--- src/rtl/param.sv ---
// Width constants shared by the ATM cash transaction engine, its bus interface and its bench.
package param;
   localparam int CREDIT_VAL_SIZE = 25;
   localparam int UP_LIMIT_SIZE   = 15;
   localparam int ATM_CAP_SIZE    = 18;
   localparam int PINCARD_SIZE    = 6;
   localparam int WITHDRAW_SIZE   = 15;
   localparam int RAM_DATA_WIDTH  = 40;
endpackage

--- src/rtl/atm_cash_txn_if.sv ---
// Request/response and account-RAM signals of the ATM cash transaction engine.
// Handshake: the host pulses start for one cycle while busy=0 and the request (op, card_idx,
// amount) is taken on that clock edge; a start seen while busy=1 is dropped, never queued.
// Completion is a one-cycle done pulse with status and new_balance valid in that cycle.
// The RAM returns ram_rdata one cycle after ram_rd_en; a write lands on the edge that ends
// the ram_wr_en cycle. dbg_state mirrors the engine's FSM state for observation.
interface atm_cash_txn_if;
   import param::*;

   logic                        start;
   logic                        op;
   logic [PINCARD_SIZE-1:0]     card_idx;
   logic [WITHDRAW_SIZE-1:0]    amount;
   logic                        ram_rd_en;
   logic [PINCARD_SIZE-1:0]     ram_addr;
   logic [RAM_DATA_WIDTH-1:0]   ram_rdata;
   logic                        ram_wr_en;
   logic [RAM_DATA_WIDTH-1:0]   ram_wdata;
   logic                        busy;
   logic                        done;
   logic [2:0]                  status;
   logic [CREDIT_VAL_SIZE-1:0]  new_balance;
   logic [ATM_CAP_SIZE-1:0]     atm_cash;
   logic [2:0]                  dbg_state;

   modport master (
      output start, op, card_idx, amount, ram_rdata,
      input  ram_rd_en, ram_addr, ram_wr_en, ram_wdata, busy, done, status,
             new_balance, atm_cash, dbg_state
   );

   modport slave (
      input  start, op, card_idx, amount, ram_rdata,
      output ram_rd_en, ram_addr, ram_wr_en, ram_wdata, busy, done, status,
             new_balance, atm_cash, dbg_state
   );
endinterface

--- src/rtl/atm_cash_txn.sv ---
// ATM cash transaction engine: reads an account record, validates a deposit or withdrawal
// against the account limit, balance and machine cash, then writes back and reports status.
module atm_cash_txn
   import param::*;
#(
   parameter logic [ATM_CAP_SIZE-1:0] ATM_INIT_CASH = 18'd100000
) (
   input  logic          clk,
   input  logic          rst,
   atm_cash_txn_if.slave bus
);

   typedef enum logic [2:0] {
      S_IDLE = 3'd0,
      S_RD   = 3'd1,
      S_CHK  = 3'd2,
      S_WR   = 3'd3,
      S_DONE = 3'd4
   } state_t;

   localparam logic [2:0] ST_OK         = 3'd0;
   localparam logic [2:0] ST_ZERO_AMT   = 3'd1;
   localparam logic [2:0] ST_OVER_LIMIT = 3'd2;
   localparam logic [2:0] ST_INSUFF_BAL = 3'd3;
   localparam logic [2:0] ST_ATM_EMPTY  = 3'd4;
   localparam logic [2:0] ST_BAL_OVF    = 3'd5;
   localparam logic [2:0] ST_ATM_FULL   = 3'd6;

   // All checks run one bit wider than the widest operand (the 25-bit credit) so sums never wrap.
   localparam int           CW         = CREDIT_VAL_SIZE + 1;
   localparam logic [CW-1:0] CREDIT_MAX = CW'({CREDIT_VAL_SIZE{1'b1}});
   localparam logic [CW-1:0] CASH_MAX   = CW'({ATM_CAP_SIZE{1'b1}});

   state_t                      state_q;
   logic                        op_q;
   logic [PINCARD_SIZE-1:0]     idx_q;
   logic [WITHDRAW_SIZE-1:0]    amt_q;
   logic                        rd_en_q;
   logic                        wr_en_q;
   logic [PINCARD_SIZE-1:0]     addr_q;
   logic [RAM_DATA_WIDTH-1:0]   wdata_q;
   logic                        busy_q;
   logic                        done_q;
   logic [2:0]                  status_q;
   logic [CREDIT_VAL_SIZE-1:0]  bal_q;
   logic [ATM_CAP_SIZE-1:0]     cash_q;

   logic [UP_LIMIT_SIZE-1:0]    rd_lim;
   logic [CREDIT_VAL_SIZE-1:0]  rd_credit;
   logic [CW-1:0]               amt_w;
   logic [CW-1:0]               lim_w;
   logic [CW-1:0]               credit_w;
   logic [CW-1:0]               cash_w;
   logic [2:0]                  status_d;
   logic [CREDIT_VAL_SIZE-1:0]  credit_d;
   logic [ATM_CAP_SIZE-1:0]     cash_d;

   // Decision for the record on ram_rdata: first failing rule wins, otherwise apply the transaction.
   always_comb begin
      rd_lim    = bus.ram_rdata[RAM_DATA_WIDTH-1:CREDIT_VAL_SIZE];
      rd_credit = bus.ram_rdata[CREDIT_VAL_SIZE-1:0];
      amt_w     = CW'(amt_q);
      lim_w     = CW'(rd_lim);
      credit_w  = CW'(rd_credit);
      cash_w    = CW'(cash_q);
      status_d  = ST_OK;
      credit_d  = rd_credit;
      cash_d    = cash_q;
      if (amt_w == '0) begin
         status_d = ST_ZERO_AMT;
      end else if (op_q && (amt_w > lim_w)) begin
         status_d = ST_OVER_LIMIT;
      end else if (op_q && (amt_w > credit_w)) begin
         status_d = ST_INSUFF_BAL;
      end else if (op_q && (amt_w > cash_w)) begin
         status_d = ST_ATM_EMPTY;
      end else if (!op_q && ((credit_w + amt_w) > CREDIT_MAX)) begin
         status_d = ST_BAL_OVF;
      end else if (!op_q && ((cash_w + amt_w) > CASH_MAX)) begin
         status_d = ST_ATM_FULL;
      end else if (op_q) begin
         credit_d = CREDIT_VAL_SIZE'(credit_w - amt_w);
         cash_d   = ATM_CAP_SIZE'(cash_w - amt_w);
      end else begin
         credit_d = CREDIT_VAL_SIZE'(credit_w + amt_w);
         cash_d   = ATM_CAP_SIZE'(cash_w + amt_w);
      end
   end

   // Transaction FSM with every output registered; reset abandons any transaction in flight.
   always_ff @(posedge clk or posedge rst) begin
      if (rst) begin
         state_q  <= S_IDLE;
         op_q     <= 1'b0;
         idx_q    <= '0;
         amt_q    <= '0;
         rd_en_q  <= 1'b0;
         wr_en_q  <= 1'b0;
         addr_q   <= '0;
         wdata_q  <= '0;
         busy_q   <= 1'b0;
         done_q   <= 1'b0;
         status_q <= ST_OK;
         bal_q    <= '0;
         cash_q   <= ATM_INIT_CASH;
      end else begin
         rd_en_q <= 1'b0;
         wr_en_q <= 1'b0;
         done_q  <= 1'b0;
         case (state_q)
            S_IDLE: begin
               if (bus.start) begin
                  op_q    <= bus.op;
                  idx_q   <= bus.card_idx;
                  amt_q   <= bus.amount;
                  rd_en_q <= 1'b1;
                  addr_q  <= bus.card_idx;
                  busy_q  <= 1'b1;
                  state_q <= S_RD;
               end
            end
            S_RD: begin
               state_q <= S_CHK;
            end
            S_CHK: begin
               status_q <= status_d;
               bal_q    <= credit_d;
               if (status_d == ST_OK) begin
                  wr_en_q <= 1'b1;
                  addr_q  <= idx_q;
                  wdata_q <= {rd_lim, credit_d};
                  cash_q  <= cash_d;
                  state_q <= S_WR;
               end else begin
                  done_q  <= 1'b1;
                  state_q <= S_DONE;
               end
            end
            S_WR: begin
               done_q  <= 1'b1;
               state_q <= S_DONE;
            end
            S_DONE: begin
               busy_q  <= 1'b0;
               state_q <= S_IDLE;
            end
            default: begin
               busy_q  <= 1'b0;
               state_q <= S_IDLE;
            end
         endcase
      end
   end

   assign bus.ram_rd_en   = rd_en_q;
   assign bus.ram_wr_en   = wr_en_q;
   assign bus.ram_addr    = addr_q;
   assign bus.ram_wdata   = wdata_q;
   assign bus.busy        = busy_q;
   assign bus.done        = done_q;
   assign bus.status      = status_q;
   assign bus.new_balance = bal_q;
   assign bus.atm_cash    = cash_q;
   assign bus.dbg_state   = state_q;

endmodule
--- src/flat_wrapper.sv ---
// flat-port wrapper written by rule: the top's interface ports become plain ports
module atm_cash_txn_flat import param::*;
#(
   parameter logic [ATM_CAP_SIZE-1:0] ATM_INIT_CASH = 18'd100000
)
  (clk, rst, bus_start, bus_op, bus_card_idx, bus_amount, bus_ram_rdata, bus_ram_rd_en, bus_ram_addr, bus_ram_wr_en, bus_ram_wdata, bus_busy, bus_done, bus_status, bus_new_balance, bus_atm_cash, bus_dbg_state);
  atm_cash_txn_if bus_i ();
  input  logic clk;
  input  logic rst;
  input wire logic [$bits(bus_i.start)-1:0] bus_start;
  input wire logic [$bits(bus_i.op)-1:0] bus_op;
  input wire logic [$bits(bus_i.card_idx)-1:0] bus_card_idx;
  input wire logic [$bits(bus_i.amount)-1:0] bus_amount;
  input wire logic [$bits(bus_i.ram_rdata)-1:0] bus_ram_rdata;
  output wire logic [$bits(bus_i.ram_rd_en)-1:0] bus_ram_rd_en;
  output wire logic [$bits(bus_i.ram_addr)-1:0] bus_ram_addr;
  output wire logic [$bits(bus_i.ram_wr_en)-1:0] bus_ram_wr_en;
  output wire logic [$bits(bus_i.ram_wdata)-1:0] bus_ram_wdata;
  output wire logic [$bits(bus_i.busy)-1:0] bus_busy;
  output wire logic [$bits(bus_i.done)-1:0] bus_done;
  output wire logic [$bits(bus_i.status)-1:0] bus_status;
  output wire logic [$bits(bus_i.new_balance)-1:0] bus_new_balance;
  output wire logic [$bits(bus_i.atm_cash)-1:0] bus_atm_cash;
  output wire logic [$bits(bus_i.dbg_state)-1:0] bus_dbg_state;
  assign bus_i.start = bus_start;
  assign bus_i.op = bus_op;
  assign bus_i.card_idx = bus_card_idx;
  assign bus_i.amount = bus_amount;
  assign bus_i.ram_rdata = bus_ram_rdata;
  assign bus_ram_rd_en = bus_i.ram_rd_en;
  assign bus_ram_addr = bus_i.ram_addr;
  assign bus_ram_wr_en = bus_i.ram_wr_en;
  assign bus_ram_wdata = bus_i.ram_wdata;
  assign bus_busy = bus_i.busy;
  assign bus_done = bus_i.done;
  assign bus_status = bus_i.status;
  assign bus_new_balance = bus_i.new_balance;
  assign bus_atm_cash = bus_i.atm_cash;
  assign bus_dbg_state = bus_i.dbg_state;
  atm_cash_txn #(.ATM_INIT_CASH(ATM_INIT_CASH)) u_core (.clk(clk), .rst(rst), .bus(bus_i));
endmodule
--- config.mk ---
export PLATFORM = sky130hd
export DESIGN_NAME = atm_cash_txn_flat
export DESIGN_NICKNAME = d
export VERILOG_FILES = /design/src/rtl/param.sv /design/src/rtl/atm_cash_txn_if.sv /design/src/rtl/atm_cash_txn.sv /design/src/flat_wrapper.sv
export SDC_FILE = /design/constraint.sdc
export NUM_CORES = 1
export LEC_CHECK = 0
export ABC_AREA = 1
export CORE_MARGIN = 2
export CORE_UTILIZATION = 56
export CTS_CLUSTER_DIAMETER = 120
export DETAILED_ROUTE_END_ITERATION = 8
export PLACE_DENSITY = 0.9
export SYNTH_ARGS = -nofsm -noshare
export SYNTH_HDL_FRONTEND = slang
export SYNTH_SLANG_ARGS = --single-unit
--- constraint.sdc ---
create_clock -name clk -period 10.4 [get_ports clk]
set_input_delay 3.12 -clock clk [delete_from_list [all_inputs] [get_ports clk]]
set_output_delay 3.12 -clock clk [all_outputs]
set_load 0.1 [all_outputs]
### After elaboration in Yosys (flattened, before gate mapping)

Index checks and enable logic that the tools add are counted.

* register bits after elaboration: 121
* input port bits: 65
* output and inout bits: 99
* word-level logic and storage cells: 78

* eq/ne operators: 5
* magnitude comparators: 5
* add/subtract/negate cells: 4
* reduce and logical (&&, ||, !) cells: 16
* muxes and demuxes: 28
* bitwise gates (word level): 7

Operators by type and width (number)
* two-way mux 25 bit: 7
* adder 25 x 15 -> 26 bit: 1
* greater-than comparator 26 x 18 -> 1 bit (second input constant): 1
* greater-than comparator 26 x 25 -> 1 bit (second input constant): 1
* greater-than comparator 15 x 25 -> 1 bit: 1
* subtractor 25 x 15 -> 25 bit: 1
* two-way mux 3 bit: 8
* adder 18 x 15 -> 19 bit: 1
* greater-than comparator 15 x 18 -> 1 bit: 1
* two-way mux 18 bit: 1
* subtractor 18 x 15 -> 18 bit: 1
* greater-than comparator 15 bit: 1
* zero test 15 bit: 1
* two-way mux 6 bit: 2
* one-hot mux 3 bit (4 select lines): 1
* one-hot mux 6 bit (2 select lines): 1
* AND reduction 8 bit: 1
* NOT 1 bit: 7
* == test 3 x 2 -> 1 bit (second input constant): 2
* zero test 3 bit: 2
* two-way mux 1 bit: 6
* AND reduction 2 bit: 3
* logical AND 1 bit: 5
* one-hot mux 1 bit (2 select lines): 2
* other kinds (7): 7

### Logic depth before layout (Yosys ltp)

* depth in word-level cells: 12
* mapped depth: 19

### Least setup slack after synthesis

OpenSTA, ideal clock, no wires.

* path kind: input to register
* from: input port bus_ram_rdata[8]
* to: register u_core.bal_q[1] (netlist: u_core.bus.new_balance[1])
* cell stages on the path: 15
* library setup time: 120 ps
* required time: 10280 ps
* arrival time: 4816 ps
* setup slack: 5464 ps
* path through: ha_1 -> buf_2 -> nand2_2 -> inv_1 -> a21oi_1 -> nand2_1 -> nand2_1 -> nand3_1 -> nor2_1 -> nor2_4 -> nand2_4 -> buf_8 -> nand2_2 -> nand3_1 -> nand2_1

* word-level cells in the longest chain between the ends: 8
* elaborated cells between the ends (all ways): 10
* those cells by class: add/sub: 1; order compare: 2; mux: 5; reduce/logical: 2

Ends and longest elaborated chain
* from (decl): RTL line flat_wrapper.sv:14 `input wire logic [$bits(bus_i.ram_rdata)-1:0] bus_ram_rdata;`
* adder 25 x 15 -> 26 bit: RTL line atm_cash_txn.sv:77 `end else if (!op_q && ((credit_w + amt_w) > CREDIT_MAX)) begin`
* greater-than comparator 26 x 25 -> 1 bit: RTL line atm_cash_txn.sv:77
* logical AND 1 bit: RTL line atm_cash_txn.sv:77
* two-way mux 25 bit: RTL line atm_cash_txn.sv:77
* two-way mux 25 bit: RTL line atm_cash_txn.sv:75 `end else if (op_q && (amt_w > cash_w)) begin`
* two-way mux 25 bit *: RTL line atm_cash_txn.sv:73 `end else if (op_q && (amt_w > credit_w)) begin`
* two-way mux 25 bit *: RTL line atm_cash_txn.sv:71 `end else if (op_q && (amt_w > lim_w)) begin`
* two-way mux 25 bit *: RTL line atm_cash_txn.sv:69 `if (amt_w == '0) begin`
* to (signal assigned): RTL line atm_cash_txn.sv:127 `bal_q <= credit_d;`
* to (decl): RTL line atm_cash_txn.sv:45 `logic [CREDIT_VAL_SIZE-1:0] bal_q;`

Mark *: on every way between the ends. The rest lies on a longest branch, timed or not.
A chain may end at the register's enable or synchronous reset.

### Final worst setup path

* from: input port bus_ram_rdata[4]
* to: register u_core.cash_q[17] (netlist: u_core.bus.atm_cash[17])

* word-level cells in the longest chain between the ends: 10
* elaborated cells between the ends (all ways): 14
* those cells by class: add/sub: 1; order compare: 2; mux: 5; bitwise: 2; reduce/logical: 4

Ends and longest elaborated chain
* adder 25 x 15 -> 26 bit: RTL line atm_cash_txn.sv:77
* greater-than comparator 26 x 25 -> 1 bit: RTL line atm_cash_txn.sv:77
* logical AND 1 bit: RTL line atm_cash_txn.sv:77
* two-way mux 3 bit: RTL line atm_cash_txn.sv:77
* two-way mux 3 bit: RTL line atm_cash_txn.sv:75
* two-way mux 3 bit: RTL line atm_cash_txn.sv:73
* two-way mux 3 bit: RTL line atm_cash_txn.sv:71
* two-way mux 3 bit: RTL line atm_cash_txn.sv:69
* zero test 3 bit: RTL line atm_cash_txn.sv:128 `if (status_d == ST_OK) begin`
* AND reduction 8 bit (no line) *
* to (signal assigned): RTL line atm_cash_txn.sv:132 `cash_q <= cash_d;`
* to (decl): RTL line atm_cash_txn.sv:46 `logic [ATM_CAP_SIZE-1:0] cash_q;`

Marked as above.

==> summary.md <==
| Metric | Value |
|---|---|
| Outcome | complete, no violations |
| EDFF count, synth | 0 |
| Total core area | between 0.015 and 0.02 mm2 |
| Max Clk Rate | between 150 and 200 MHz |
| # IOs | roughly 160 |
| Die Area | roughly 0.019 mm2 |
| Period utilization | 0.602 |
| CTS tree | built |
| Vias in the first global route | 9928 |
| # hold bufs at CTS | 0 |
| RSZ-0062 raised after global routing | no |
| Remaining Overflow, GRT | 0 |
| Antenna Violating Nets Remaining | 0 |
| Initial DRC Count | between 900 and 1000 |
| Cell row count | 48 |
| Max cap viols | 0 |
| Drt drc | 0 |
| Resize count post-CTS | 0 |
| WP data required | ~11 ns |
| Final hold vios | 0 |
| Main combinational cell family by area after synthesis | simple AND/OR/NAND/NOR gates |
| First-pass GRT wire length | 48.5 mm |
| NumNets Final | roughly 1800 |
| Cell taking the most area after synthesis | dfrtp_1 |
| Synth cell types | between 40 and 50 |
| Initial antenna violation count | 0 |
| Final TNS setup | 0 ns |
| Post-CTS Setup Bufs | 0 |
| Largest net degree at the start of global routing | 87 |
| Final Skew | 0.00878 ns |
| Die Span Y | between 100 and 150 um |
| Post-synthesis mux area share | 0 |
| Hold/Removal Path Class | reg2reg |
| Placed insts | between 1500 and 2000 |
| Clk root buf | clkbuf_16 |
| Post-synthesis adder-cell area fraction | 0.104 |
| WS Path Type | in2reg |
| H-tree levels | 4 |
| Max-slew headroom | 0.278 |
| Yosys top cell area share | 0.294 |
| Inserted Clock Buffers | 17 |
| Layout fillers | between 1000 and 1500 |
| Pre-CTS WS | 3.80 ns |
| Initial Util | 0.569 |
| Min Tclk post-route | around 6.3 ns |
| Least-Margin Pin Slew | 1.08 ns |
| Syn nets | around 1600 |
| Post-synth ARST share | 1.00 |
| Synth Area in Compound Gates | 0.0856 |
| Avg Inst Size Synth | 6.54 um2 |
| Max Transition Viols Final | 0 |
| Post-synthesis simple-gate area fraction | 0.372 |
| Worst skew pair latency | 0.43 ns |
| Register area share after synthesis | 0.311 |
| Avg WL per Cell | 16.0 um |
| Dominant synthesized flop cell | dfrtp_1 |
| Drt pass-1 iters | 5 |
| Synth area leaders | dfrtp_1 29%, nand2_1 22%, ha_1 9.6% |
| Synth Register Bits | around 120 |
| Hold Slack | approximately 0.48 ns |
| Synth warnings | 0 |
| CTS max path bufs | 2 |
| Critical Path End Type | flop |
| Xor and xnor area share after synthesis | 0.0206 |
| Synthesized area | just under 0.01 mm2 |
| Final worst setup slack | between 4 and 5 ns |
| Area growth, synth to finish | 23.2% |
| Clk sinks | 121 |
| Placer Congestion | 0.954 |
| Number of vias per cell | about 5.4 |
| Share of layout cells above drive strength 1 | 0.0579 |
| Worst-path clk slew | around 0.060 ns |
| Final setup violation count | 0 |
| Chip width | about 140 um |
| Overall routing resource usage | 0.333 |
| IO buf count | 163 |
| Placed wire-length estimate | between 20 and 25 mm |
| Finished Layout Cells | ~1900 |
| Worst Path Max Fanout | 38 |
| Routed vias | about 10000 |
| Startpoint types | input pin |
| Crit path arrival time | ~6.5 ns |
| Synth cell count leaders | 585 x nand2_1, 180 x inv_1, 122 x nand3_1 |
| Total wire length | approximately 30 mm |
| Number of diodes | 0 |
| Mapped Cells | between 1000 and 1500 |
| Count leader, synth | nand2_1 |
sequential cells by signal (all words and copies together), names as in the netlist, 3 cells and up:
name / count
u_core.idx_q: 6
u_core.bus.dbg_state: 3
u_core.bus.ram_wdata: 40
u_core.bus.ram_addr: 6
u_core.bus.status: 3
u_core.bus.new_balance: 25
u_core.bus.atm_cash: 18
u_core.amt_q: 15
routing by layer:
layer	share of wire	GRT usage	vias up
met5	0	0	-
met1	0.41	0.414	4710
met2	0.48	0.569	413
li1	-	-	4949
met3	0.066	0.0585	80
met4	0.039	0.143	0
cell type report:
| type | count | area [um2] | share of cell area |
|---|---|---|---|
| Inverter | 198 | 746 | 0.0619 |
| Tap cell | 225 | 282 | 0.0234 |
| Sequential cell | 121 | 3040 | 0.252 |
| Multi-Input combinational cell | 1123 | 5700 | 0.473 |
| Clock inverter | 15 | 189 | 0.0157 |
| Clock buffer | 17 | 425 | 0.0353 |
| Timing Repair Buffer | 168 | 1670 | 0.139 |
logic make-up (layout without fill, tap and decap cells):
| group | after synthesis | count (layout) |
|---|---|---|
| AO/OA/AOI/OAI | 154 | 154 |
| AND/OR/NAND/NOR | 867 | 867 |
| XOR/XNOR | 23 | 23 |
| flip-flops | 121 | 121 |
| adder cells (fa/ha/maj) | 79 | 79 |
| buffers and inverters | 251 | 398 |
placed cells by master (no fill, tap or decap), types with 4 or more instances in the layout:
master,count
clkbuf_16,17
a21oi_2,4
fa_1,4
xor2_1,19
nor4_1,6
inv_6,5
nor2_4,4
nand2_2,16
and2_1,4
o21bai_1,6
dfrtp_1,115
ha_1,75
clkdlybuf4s50_1,163
nor3_1,11
a21oi_1,50
nor2_1,87
inv_1,179
buf_4,5
nand3b_1,5
nand2_1,585
o21ai_0,78
xnor2_1,4
dfstp_2,6
nand3_1,122
nand4_1,14
inv_2,16
worst paths after layout:
path                                       startpoint                          to  slack (ns)  depth (start not counted)
max reg2reg                          u_core.amt_q[12]     u_core.bus.atm_cash[17]        6.30                         14
min reg2reg                u_core.bus.new_balance[14]  u_core.bus.new_balance[14]        0.48                          2
max                                  bus_ram_rdata[4]     u_core.bus.atm_cash[17]        4.13                         15
min in group asynchronous                         rst        u_core.bus.ram_wr_en        3.10                          2
max in group asynchronous                         rst            u_core.amt_q[10]        5.87                          3
min                        u_core.bus.new_balance[14]  u_core.bus.new_balance[14]        0.48                          2
stage by stage:
step	util	area [um2]
after floorplan	-	9770
after global placement	0.665	11400
after detailed placement	0.665	11400
after CTS	0.701	12000
after global routing	0.701	12000
final	0.701	12000
critical path: stages:
cell and delay (ns):
clkdlybuf4s50_1 0.48, ha_1 0.49, inv_1 0.10, nand2_1 0.07, nand2_1 0.08, a21oi_1 0.16
nand2_1 0.09, nand2_1 0.10, nand2_2 0.11, nand2_4 0.10, nand3_4 0.09, nor2_4 0.67
nand2_4 0.07, inv_2 0.61, o21ai_0 0.20
Power is not shown: default switching activity piles up to over one toggle a cycle in this logic, so the estimate is an artifact.
